$ cat src/rtl/tff_bank_counter.sv
// tff_bank_counter: WIDTH-bit toggle bank / modulo-MODULUS up-down counter with load, clear, tc and wrap.
// Define TFF_BANK_SATURATE_EN for saturating counter modes with a sticky saturation flag on wrap.
module tff_bank_counter #(
  parameter int WIDTH = 8,
  parameter longint unsigned MODULUS = 64'd1 << WIDTH
) (
  input  logic             clk,
  input  logic             clear_n,
  input  logic             en,
  input  logic [1:0]       mode,
  input  logic [WIDTH-1:0] t,
  input  logic             sclr,
  input  logic             load,
  input  logic [WIDTH-1:0] d,
  output logic [WIDTH-1:0] q,
  output logic [WIDTH-1:0] qb,
  output logic             tc,
  output logic             wrap
);
  localparam logic [WIDTH-1:0] TOP = WIDTH'(MODULUS - 64'd1);
  localparam logic [WIDTH-1:0] ONE = WIDTH'(1);
  logic [WIDTH-1:0] q_q, q_d, up_nxt, dn_nxt;
  logic             wrap_q, wrap_d;
  logic             at_top, at_zero;
  assign at_top  = q_q >= TOP;
  assign at_zero = q_q == '0;
  assign tc = en && !sclr && !load && ((mode == 2'b01 && at_top) || (mode == 2'b10 && at_zero));
`ifdef TFF_BANK_SATURATE_EN
  assign up_nxt = at_top ? TOP : q_q + ONE;
  assign dn_nxt = at_zero ? '0 : q_q - ONE;
`else
  assign up_nxt = at_top ? '0 : q_q + ONE;
  assign dn_nxt = at_zero ? TOP : q_q - ONE;
`endif
  always_comb begin
    q_d = sclr ? '0 :
          load ? d :
          !en ? q_q :
          mode == 2'b00 ? q_q ^ t :
          mode == 2'b01 ? up_nxt :
          mode == 2'b10 ? dn_nxt : q_q;
`ifdef TFF_BANK_SATURATE_EN
    wrap_d = (sclr || load) ? 1'b0 : (wrap_q || tc);
`else
    wrap_d = tc;
`endif
  end
  always_ff @(posedge clk or negedge clear_n) begin
    if (!clear_n) begin
      q_q    <= '0;
      wrap_q <= 1'b0;
    end else begin
      q_q    <= q_d;
      wrap_q <= wrap_d;
    end
  end
  // qb is derived from the same flops so it can never disagree with q
  assign q    = q_q;
  assign qb   = ~q_q;
  assign wrap = wrap_q;
endmodule

$ cat config.mk
export PLATFORM = sky130hd
export DESIGN_NAME = tff_bank_counter
export DESIGN_NICKNAME = d
export VERILOG_FILES = /design/src/rtl/tff_bank_counter.sv
export SDC_FILE = /design/constraint.sdc
export NUM_CORES = 1
export LEC_CHECK = 0
export ABC_AREA = 1
export BUFFER_PORTS_ARGS = -buffer_cell sky130_fd_sc_hd__buf_2
export CORE_MARGIN = 10
export CORE_UTILIZATION = 49
export DETAILED_ROUTE_END_ITERATION = 10
export GPL_ROUTABILITY_DRIVEN = 0
export PLACE_DENSITY = 0.88
export SLEW_MARGIN = 20
export SYNTH_ARGS = -nofsm -noshare
export SYNTH_HDL_FRONTEND = slang
export SYNTH_SLANG_ARGS = --single-unit
$ cat constraint.sdc
create_clock -name clk -period 1.73 [get_ports clk]
set_input_delay 0.0865 -clock clk [delete_from_list [all_inputs] [get_ports clk]]
set_output_delay 0.0865 -clock clk [all_outputs]
set_load 0.05 [all_outputs]
# [After elaboration in Yosys (flattened, before gate mapping)]
# Cells that the tools add are included.
[totals] regBits=9 out_inout_bits=18 in_bits=23
[op_classes] bitwise_logic=2 n_lt_le_gt_ge=1 n_reduce_logical=13 n_mux=8 n_eq_ne=2 add_sub_neg=2
[op_table] operator="two-way mux 8 bit" count=8
[op_table] operator="adder 8 x 1 -> 8 bit, second input constant" count=1
[op_table] operator="greater-or-equal comparator 8 bit, second input constant" count=1
[op_table] operator="zero test 8 bit" count=1
[op_table] operator="NOT 8 bit" count=1
[op_table] operator="subtractor 8 x 1 -> 8 bit, second input constant" count=1
[op_table] operator="bitwise XOR 8 bit" count=1
[op_table] operator="logical AND 1 bit" count=5
[op_table] operator="nonzero test 5 bit" count=1
[op_table] operator="nonzero test 3 bit" count=1
[op_table] operator="equality test 2 x 1 -> 1 bit, second input constant" count=1
[op_table] operator="equality test 2 bit, second input constant" count=1
[op_table] operator="zero test 1 bit" count=2
[op_table] operator="zero test 2 bit" count=1
[op_table] operator="AND reduction 2 bit" count=1
[op_table] operator="logical OR 1 bit" count=1

# [Depth between registers and ports, before layout]
# Gate-level depths: netlist of the first run.
[depth] depth_word=8 depth_mapped=11 mapped_depth_nobuf=10

# [Worst setup path before layout of the first run]
# No wires, ideal clock.
[synth_path] path_type="flip-flop to flip-flop" from="register q_q[0], in the netlist q[0]" to="register wrap_q, in the netlist wrap" synth_period_minus_slack_ns=2.672 setup_slack_ns=-0.942 stages_incl_launch_ff=7 arrival_time_ns=2.457 setup_ns=0.214 cell_sequence="dfrtp_1 > inv_1 > ha_1 > nand3_1 > nor2_1 > nand3_1 > a21oi_1"
[synth_between] elab_chain_len=4 elab_cells_between_ends=6 classes_between="order compare (1); reduce/logical (5)"
[synth_lines] element="from (decl)" line_no="22" text="logic [WIDTH-1:0] q_q, q_d, up_nxt, dn_nxt;"
[synth_lines] element="from (signal assigned)" line_no="53" text="q_q <= q_d;"
[synth_lines] element="greater-or-equal comparator 8 bit or zero test 8 bit (tied branches)" line_no="25, 26"
[synth_lines] element="logical AND 1 bit" line_no="27" text="assign tc = en && !sclr && !load && ((mode == 2'b01 && at_top) || (mode == 2'b10 && at_zero));"
[synth_lines] element="logical OR 1 bit *" line_no="27"
[synth_lines] element="logical AND 1 bit *" line_no="27"
[synth_lines] element="via tc" line_no="17" text="output logic tc,"
[synth_lines] element="to (signal assigned)" line_no="54" text="wrap_q <= wrap_d;"
[synth_lines] element="to (decl)" line_no="23" text="logic wrap_q, wrap_d;"
# Mark *: on every way through the listed nets, which the timed path passes. The rest lies on a longest branch.
# A chain may end at the register's enable or synchronous reset.

# [Final worst setup path of the first run]
[layout_path] from="register q_q[1], in the netlist q[1]" to="output tc"
[layout_between] elab_chain_len=4 elab_cells_between_ends=6 classes_between="order compare (1); reduce/logical (5)"
[layout_lines] element="greater-or-equal comparator 8 bit or zero test 8 bit (tied branches)" line_no="25, 26"
[layout_lines] element="logical AND 1 bit" line_no="27"
[layout_lines] element="logical OR 1 bit *" line_no="27"
[layout_lines] element="logical AND 1 bit *" line_no="27"
[layout_lines] element="to (decl)" line_no="17"
# Mark *: on every way between the ends. The rest lies on a longest branch, timed or not.

==> results of run 1 <==
## cell families (layout without fill, tap and decap cells)
| logic type | Yosys count | in the layout |
|---|---|---|
| adder cells (fa/ha/maj) | 3 | 3 |
| flip-flops | 9 | 9 |
| AND/OR/NAND/NOR | 121 | 121 |
| XOR/XNOR | 9 | 9 |
| AO/OA/AOI/OAI | 19 | 19 |
| buffers and inverters | 26 | 82 |
## synth_stat cells (all sizes together)
master,count,area share (%)
buf,6,4.5
nor3,1,0.47
ha,3,3.5
xor2,5,4.1
nand2,62,22
a21oi,2,0.94
nand4,2,1.2
nor2,35,12
nand3b,1,0.71
dfrtp,9,21
inv,20,7.1
xnor2,4,3.3
or2,1,0.59
nand3,19,9.4
o221ai,1,0.82
o21ai,16,7.9
## worst reg2reg max path, stage by stage (launching register included)
cell and delay [ns]:
dfrtp_2 0.45, clkinvlp_4 0.19, buf_4 0.18, ha_4 0.16, nand2_1 0.08, xor2_1 0.14, nand2_1 0.06, nand3_1 0.08
nand2_1 0.07, nand2_1 0.09, o21ai_0 0.07
## routing by layer
layer / track usage (%) / vias up / routed length, um
li1: - / 700 / -
met1: 18.9 / 660 / 1560
met2: 25.9 / 80 / 1910
met3: 2.84 / 18 / 345
met4: 6.54 / 0 / 148
met5: 0 / - / 0
## timing repair
| action | in CTS | in global routing |
|---|---|---|
| resized for setup | 2 | 11 |
| endpoints found under the setup margin | 1 | 4 |
| endpoints found under the hold margin | 9 | 0 |
| gates cloned | 0 | 0 |
| buffers inserted | 6 | 8 |
| hold buffers | 1 | 0 |
| pin swaps | 1 | 6 |
## path summary, 6_finish.rpt
kind	startpoint	endpoint	slack, ns	depth (start not counted)
max	q[1]$_DFFE_PN0P_	tc	-0.01	7
min	en	wrap$_DFF_PN0_	0.12	3
max reg2reg	q[1]$_DFFE_PN0P_	q[4]$_DFFE_PN0P_	0.04	10
min reg2reg	q[7]$_DFFE_PN0P_	q[7]$_DFFE_PN0P_	0.62	2
max in group asynchronous	clear_n	q[1]$_DFFE_PN0P_	1.34	2
min in group asynchronous	clear_n	q[3]$_DFFE_PN0P_	0.20	2
## registers in the layout, summed over array words and instances, names as in the netlist
register / cells
q: 8
wrap: 1
## power groups by stage
stage / clock network (mW) / logic [mW] / registers (mW)
after floorplan: 0 / 0.359 / 0.341
after global placement: 0 / 0.530 / 0.290
after detailed placement: 0 / 0.534 / 0.291
after CTS: 0.164 / 0.556 / 0.285
after global routing: 0.178 / 0.687 / 0.287
final: 0.161 / 0.635 / 0.284
## per-stage QoR
step | instances | utilization (%) | area (sq um)
after floorplan | 187 | - | 1150
after global placement | 251 | 67.0 | 1360
after detailed placement | 251 | 67.0 | 1360
after CTS | 262 | 71.3 | 1440
after global routing | 270 | 77.2 | 1560
final | 270 | 77.2 | 1560
## area by class of cell
cell class,count,area (sq um)
repair buffers,58,348
clock buffers,4,26.3
well taps,27,33.8
inverters,20,97.6
multi-input cells,152,823
flip-flops and latches,9,233
fillers,158,460
==> results.py, run 1 <==
metrics = {
    "die": {
        "start_util_pct": 52.7,
        "num_rows": 16,
        "fp.dieArea_sq_um": 4440,
        "coreArea_sq_um": 2020,
        "die_h_um": 66.6,
        "die_w_um": 66.6,
        "ioPinCount": 41,
    },
    "clock_tree": {
        "numCtsBuffers": 3,
        "clk_latency_ns": 0.26,
        "clock-root-buffer": "clkbuf_4",
        "clock_tree.buffer_depth": 2,
        "path_clk_slew_ns": 0.06,
        "cts_sinks": 9,
        "tritoncts": "built",
        "htreeDepth": 1,
    },
    "sta": {
        "period_minus_slack_ns": 1.74,
        "slew_headroom_pct": 68.4,
        "setup_viol_count_final": 1,
        "setup_tns_ns": -0.0132,
        "fin_skew_ns": 0.00182,
        "hold_ws_ns": 0.123,
        "fmaxAchievable_mhz": 574,
        "hold_viol_final": 0,
        "layout_setup_ws_ns": -0.0132,
        "tightest_slew_ns": 0.473,
        "rsz0062_at_grt": "yes",
        "slew_violations": 0,
        "fin_crit_sh_pct": 101,
    },
    "layout": {
        "antenna_cells": 0,
        "layout_common_cells": "60 x nand2_1, 39 x buf_2, 30 x nor2_1",
        "layout.nets": 270,
        "syn2layout_area_growth_pct": 46.7,
        "mostFrequentLayoutCell": "nand2_1",
        "drive_above_1_share_pct": 37.9,
    },
    "worst_setup_path": {
        "critPathRequiredTime_ns": 1.64,
        "critPathTopFamily": "flip-flops",
        "cp_slowest_cell": "dfrtp_2",
        "crit_arrival_ns": 1.66,
        "critPathKind": "register to output pin",
        "cp-end-kind": "output pin",
        "crit_path_start_kind": "register",
        "slowest_delay_ns": 0.46,
        "path_max_fanout": 5,
        "path_buf_inv": 2,
        "path_cells": "clkinvlp_4, ha_4, nand3_4, nor2_4, nand3_2, a21oi_4, buf_6",
    },
    "yosys": {
        "ys_seq_area_share_pct": 21.2,
        "synth-compound-area-share_pct": 9.64,
        "synthSimpleGateAreaFrac_pct": 46.8,
        "netlist_instances": 187,
        "synth_top_family_by_area": "simple AND/OR/NAND/NOR gates",
        "synthMuxAreaShare_pct": 0,
        "syn_area_per_cell_sq_um": 5.69,
        "yosys_register_bits": 9,
        "synthXorXnorAreaFrac_pct": 7.40,
        "syn_area_sq_um": 1060,
        "yosys_warnings": 0,
        "yosys.area_share.adder_pct": 3.53,
        "syn_nets": 213,
        "synth_cell_types": 22,
    },
    "power_and_ir_drop": {
        "swShare_pct": 50.3,
        "internal_power_mw": 0.537,
        "peakVddDrop_mv": 0.677,
        "power_frac_comb_pct": 58.8,
        "clockPowerShare_pct": 14.9,
        "seqPwrFrac_pct": 26.3,
        "p_leak_nw": 0.785,
        "powerDensity_nw_per_um2": 692,
        "p_sw_mw": 0.544,
        "total_power_mw": 1.08,
    },
    "global_routing": {
        "grt_overflow": 0,
        "grt_antenna_before_repair": 0,
        "grtUsageTotal_pct": 15.6,
        "grt_pass1_vias": 1256,
        "grt_max_degree": 17,
        "grt_pass1_wl_mm": 5.63,
    },
    "drt": {
        "totalWireLength_mm": 3.97,
        "drc": 0,
        "routedWlPerCell_um": 14.7,
        "ant_nets": 0,
        "via_count": 1458,
        "drt-initial-drc-count": 104,
        "dr.pass1.iters": 5,
        "via_per_inst": 5.40,
    },
    "place": {
        "post-dp-hpwl_mm": 2.61,
        "portBuffers": 40,
        "pre_cts_ws_ns": 0.109,
    },
    "flow_run": {
        "drv_cap": 0,
    },
    "min_path": {
        "hold_path_class": "input port to register",
    },
    "outcome": {
        "violations": "setup timing",
        "status": "finished with violations",
    },
}
(Power assumes the default switching activity.)
==> inputs of run 2 (changes only) <==
- CORE_UTILIZATION: 49 -> 52
- PLACE_DENSITY: 0.88 -> 0.92
- clock period: 1.73 -> 2.2 ns (I/O delays scaled with it)
==> results.py, run 2 (same netlist as run 1, synthesis figures left out) <==
metrics = {
    "sta": {
        "rsz0062_at_grt": "no",
        "setup_viol_count_final": 0,
        "fmaxAchievable_mhz": 489,
        "period_minus_slack_ns": 2.05,
        "fin_crit_sh_pct": 93.0,
        "tightest_slew_ns": 0.497,
        "fin_skew_ns": 0.00767,
        "slew_violations": 0,
        "setup_tns_ns": 0,
        "hold_viol_final": 0,
        "slew_headroom_pct": 66.8,
    },
    "layout": {
        "utilization_pct": 66.9,
        "largest_reg_flops": 8,
        "layout.nets": 254,
        "n_fill_cell": 210,
        "antenna_cells": 0,
        "layout_common_cells": "61 x nand2_1, 39 x buf_2, 35 x nor2_1",
        "syn2layout_area_growth_pct": 23.3,
        "drive_above_1_share_pct": 22.5,
        "fin_area_sq_um": 1310,
        "seqCellArea_sq_um": 225,
        "mostFrequentLayoutCell": "nand2_1",
        "multiInputGateArea_sq_um": 728,
    },
    "die": {
        "coreArea_sq_um": 1960,
        "num_rows": 16,
        "start_util_pct": 54.3,
        "fp.dieArea_sq_um": 4260,
        "die_w_um": 65.3,
        "die_h_um": 65.3,
        "ioPinCount": 41,
    },
    "power_and_ir_drop": {
        "power_frac_comb_pct": 51.8,
        "seqPwrFrac_pct": 30.0,
        "peakVddDrop_mv": 0.405,
        "p_leak_nw": 0.714,
        "p_sw_mw": 0.385,
        "clockPowerShare_pct": 18.2,
        "swShare_pct": 51.2,
        "powerDensity_nw_per_um2": 573,
        "total_power_mw": 0.751,
        "internal_power_mw": 0.367,
    },
    "min_path": {
        "hold_path_class": "input port to register",
        "hold_depth": 3,
        "worstHoldStart": "en",
    },
    "drt": {
        "met3_length_um": 249,
        "dr.max_layer_used": "met4",
        "via_count": 1332,
        "via_per_inst": 5.24,
        "wl_met2_mm": 1.54,
        "drt-initial-drc-count": 74,
        "routedWlPerCell_um": 12.7,
        "wl_met1_mm": 1.40,
        "dr.pass1.iters": 4,
        "ant_nets": 0,
        "totalWireLength_mm": 3.24,
        "drc": 0,
    },
    "global_routing": {
        "grt_overflow": 0,
        "grt_pass1_vias": 1194,
        "grt_max_degree": 17,
        "grt_pass1_wl_mm": 5.34,
        "grt_antenna_before_repair": 0,
        "grtUsageTotal_pct": 15.1,
    },
    "clock_tree": {
        "cts_sinks": 9,
        "clock-root-buffer": "clkbuf_4",
        "numCtsBuffers": 3,
        "clock_tree.buffer_depth": 2,
        "path_clk_slew_ns": 0.07,
        "tritoncts": "built",
        "htreeDepth": 1,
        "post-cts-setup-buffers": 0,
        "clk_latency_ns": 0.27,
    },
    "outcome": {
        "status": "finished, final reports clean",
    },
    "worst_setup_path": {
        "worstSetupPathDepth": 6,
        "slowest_delay_ns": 0.48,
        "cp-end-kind": "output pin",
        "reg2reg_setup_slack_ns": 0.49,
        "path_max_fanout": 7,
        "critPathKind": "register to output pin",
        "crit_arrival_ns": 1.94,
        "ff2ff_path_depth": 10,
        "regToRegStartpoint": "q[0]$_DFFE_PN0P_",
        "critPathRequiredTime_ns": 2.09,
        "critPathTopFamily": "simple AND/OR/NAND/NOR gates",
        "crit_start": "q[1]$_DFFE_PN0P_",
        "crit_path_start_kind": "register",
        "cp_slowest_cell": "dfrtp_1",
        "path_cells": "ha_1, nand3_1, nor2_1, nand3_2, a21oi_4, clkbuf_4",
        "path_buf_inv": 1,
    },
    "flow_run": {
        "drv_cap": 0,
    },
    "place": {
        "post-dp-hpwl_mm": 2.57,
        "portBuffers": 40,
        "post_dp_cell_area_sq_um": 1270,
    },
}
## run 2: power groups by stage
stage / clock network, mW / registers (mW) / logic, mW
after detailed placement: 0 / 0.227 / 0.387
after global placement: 0 / 0.225 / 0.383
after CTS: 0.133 / 0.224 / 0.390
final: 0.137 / 0.225 / 0.389
after global routing: 0.144 / 0.230 / 0.426
after floorplan: 0 / 0.262 / 0.261
## run 2: path summary, 6_finish.rpt
| path | end |
|---|---|
| max reg2reg | q[6]$_DFFE_PN0P_ |
| min reg2reg | q[0]$_DFFE_PN0P_ |
| max in group asynchronous | q[5]$_DFFE_PN0P_ |
| min | wrap$_DFF_PN0_ |
| min in group asynchronous | q[2]$_DFFE_PN0P_ |
| max | tc |
## run 2: through the flow
| stage | std cells | worst slack, ns | hold slack [ns] |
|---|---|---|---|
| floorplan | 187 | -0.0225 | -0.186 |
| global placement | 249 | 0.505 | -0.0188 |
| detailed placement | 249 | 0.436 | -0.0151 |
| CTS | 254 | 0.148 | 0.135 |
| global route | 254 | 0.0278 | 0.136 |
| finish | 254 | 0.153 | 0.141 |
## run 2: worst reg2reg max path: stages (launching register included)
cell	delay [ns]
dfrtp_1	0.45
clkinvlp_4	0.19
ha_1	0.23
nand3_1	0.10
nor2_1	0.08
nor2_1	0.20
nand3_1	0.11
nand3_1	0.09
nand2_1	0.05
nand2_1	0.07
nand2_1	0.04
## run 2: cell type report
| cell class | count | area share, % |
|---|---|---|
| timing repair buffer | 42 | 16.8 |
| multi-input combinational | 152 | 55.5 |
| tap | 27 | 2.57 |
| inverter | 20 | 6.01 |
| sequential | 9 | 17.2 |
| clock buffer | 4 | 2.00 |
## run 2: what timing repair did
| action | CTS | global route |
|---|---|---|
| gates resized for setup | 0 | 1 |
| hold buffers | 1 | 0 |
| hold endpoints to repair | 9 | 0 |
| endpoints found under the setup margin | 0 | 1 |
## run 2: routing by layer
| layer | up-vias | global-route usage (%) |
|---|---|---|
| li1 | 664 | - |
| met1 | 605 | 18.3 |
| met2 | 59 | 25.7 |
| met3 | 4 | 3.39 |
| met4 | 0 | 4.81 |
| met5 | - | 0 |
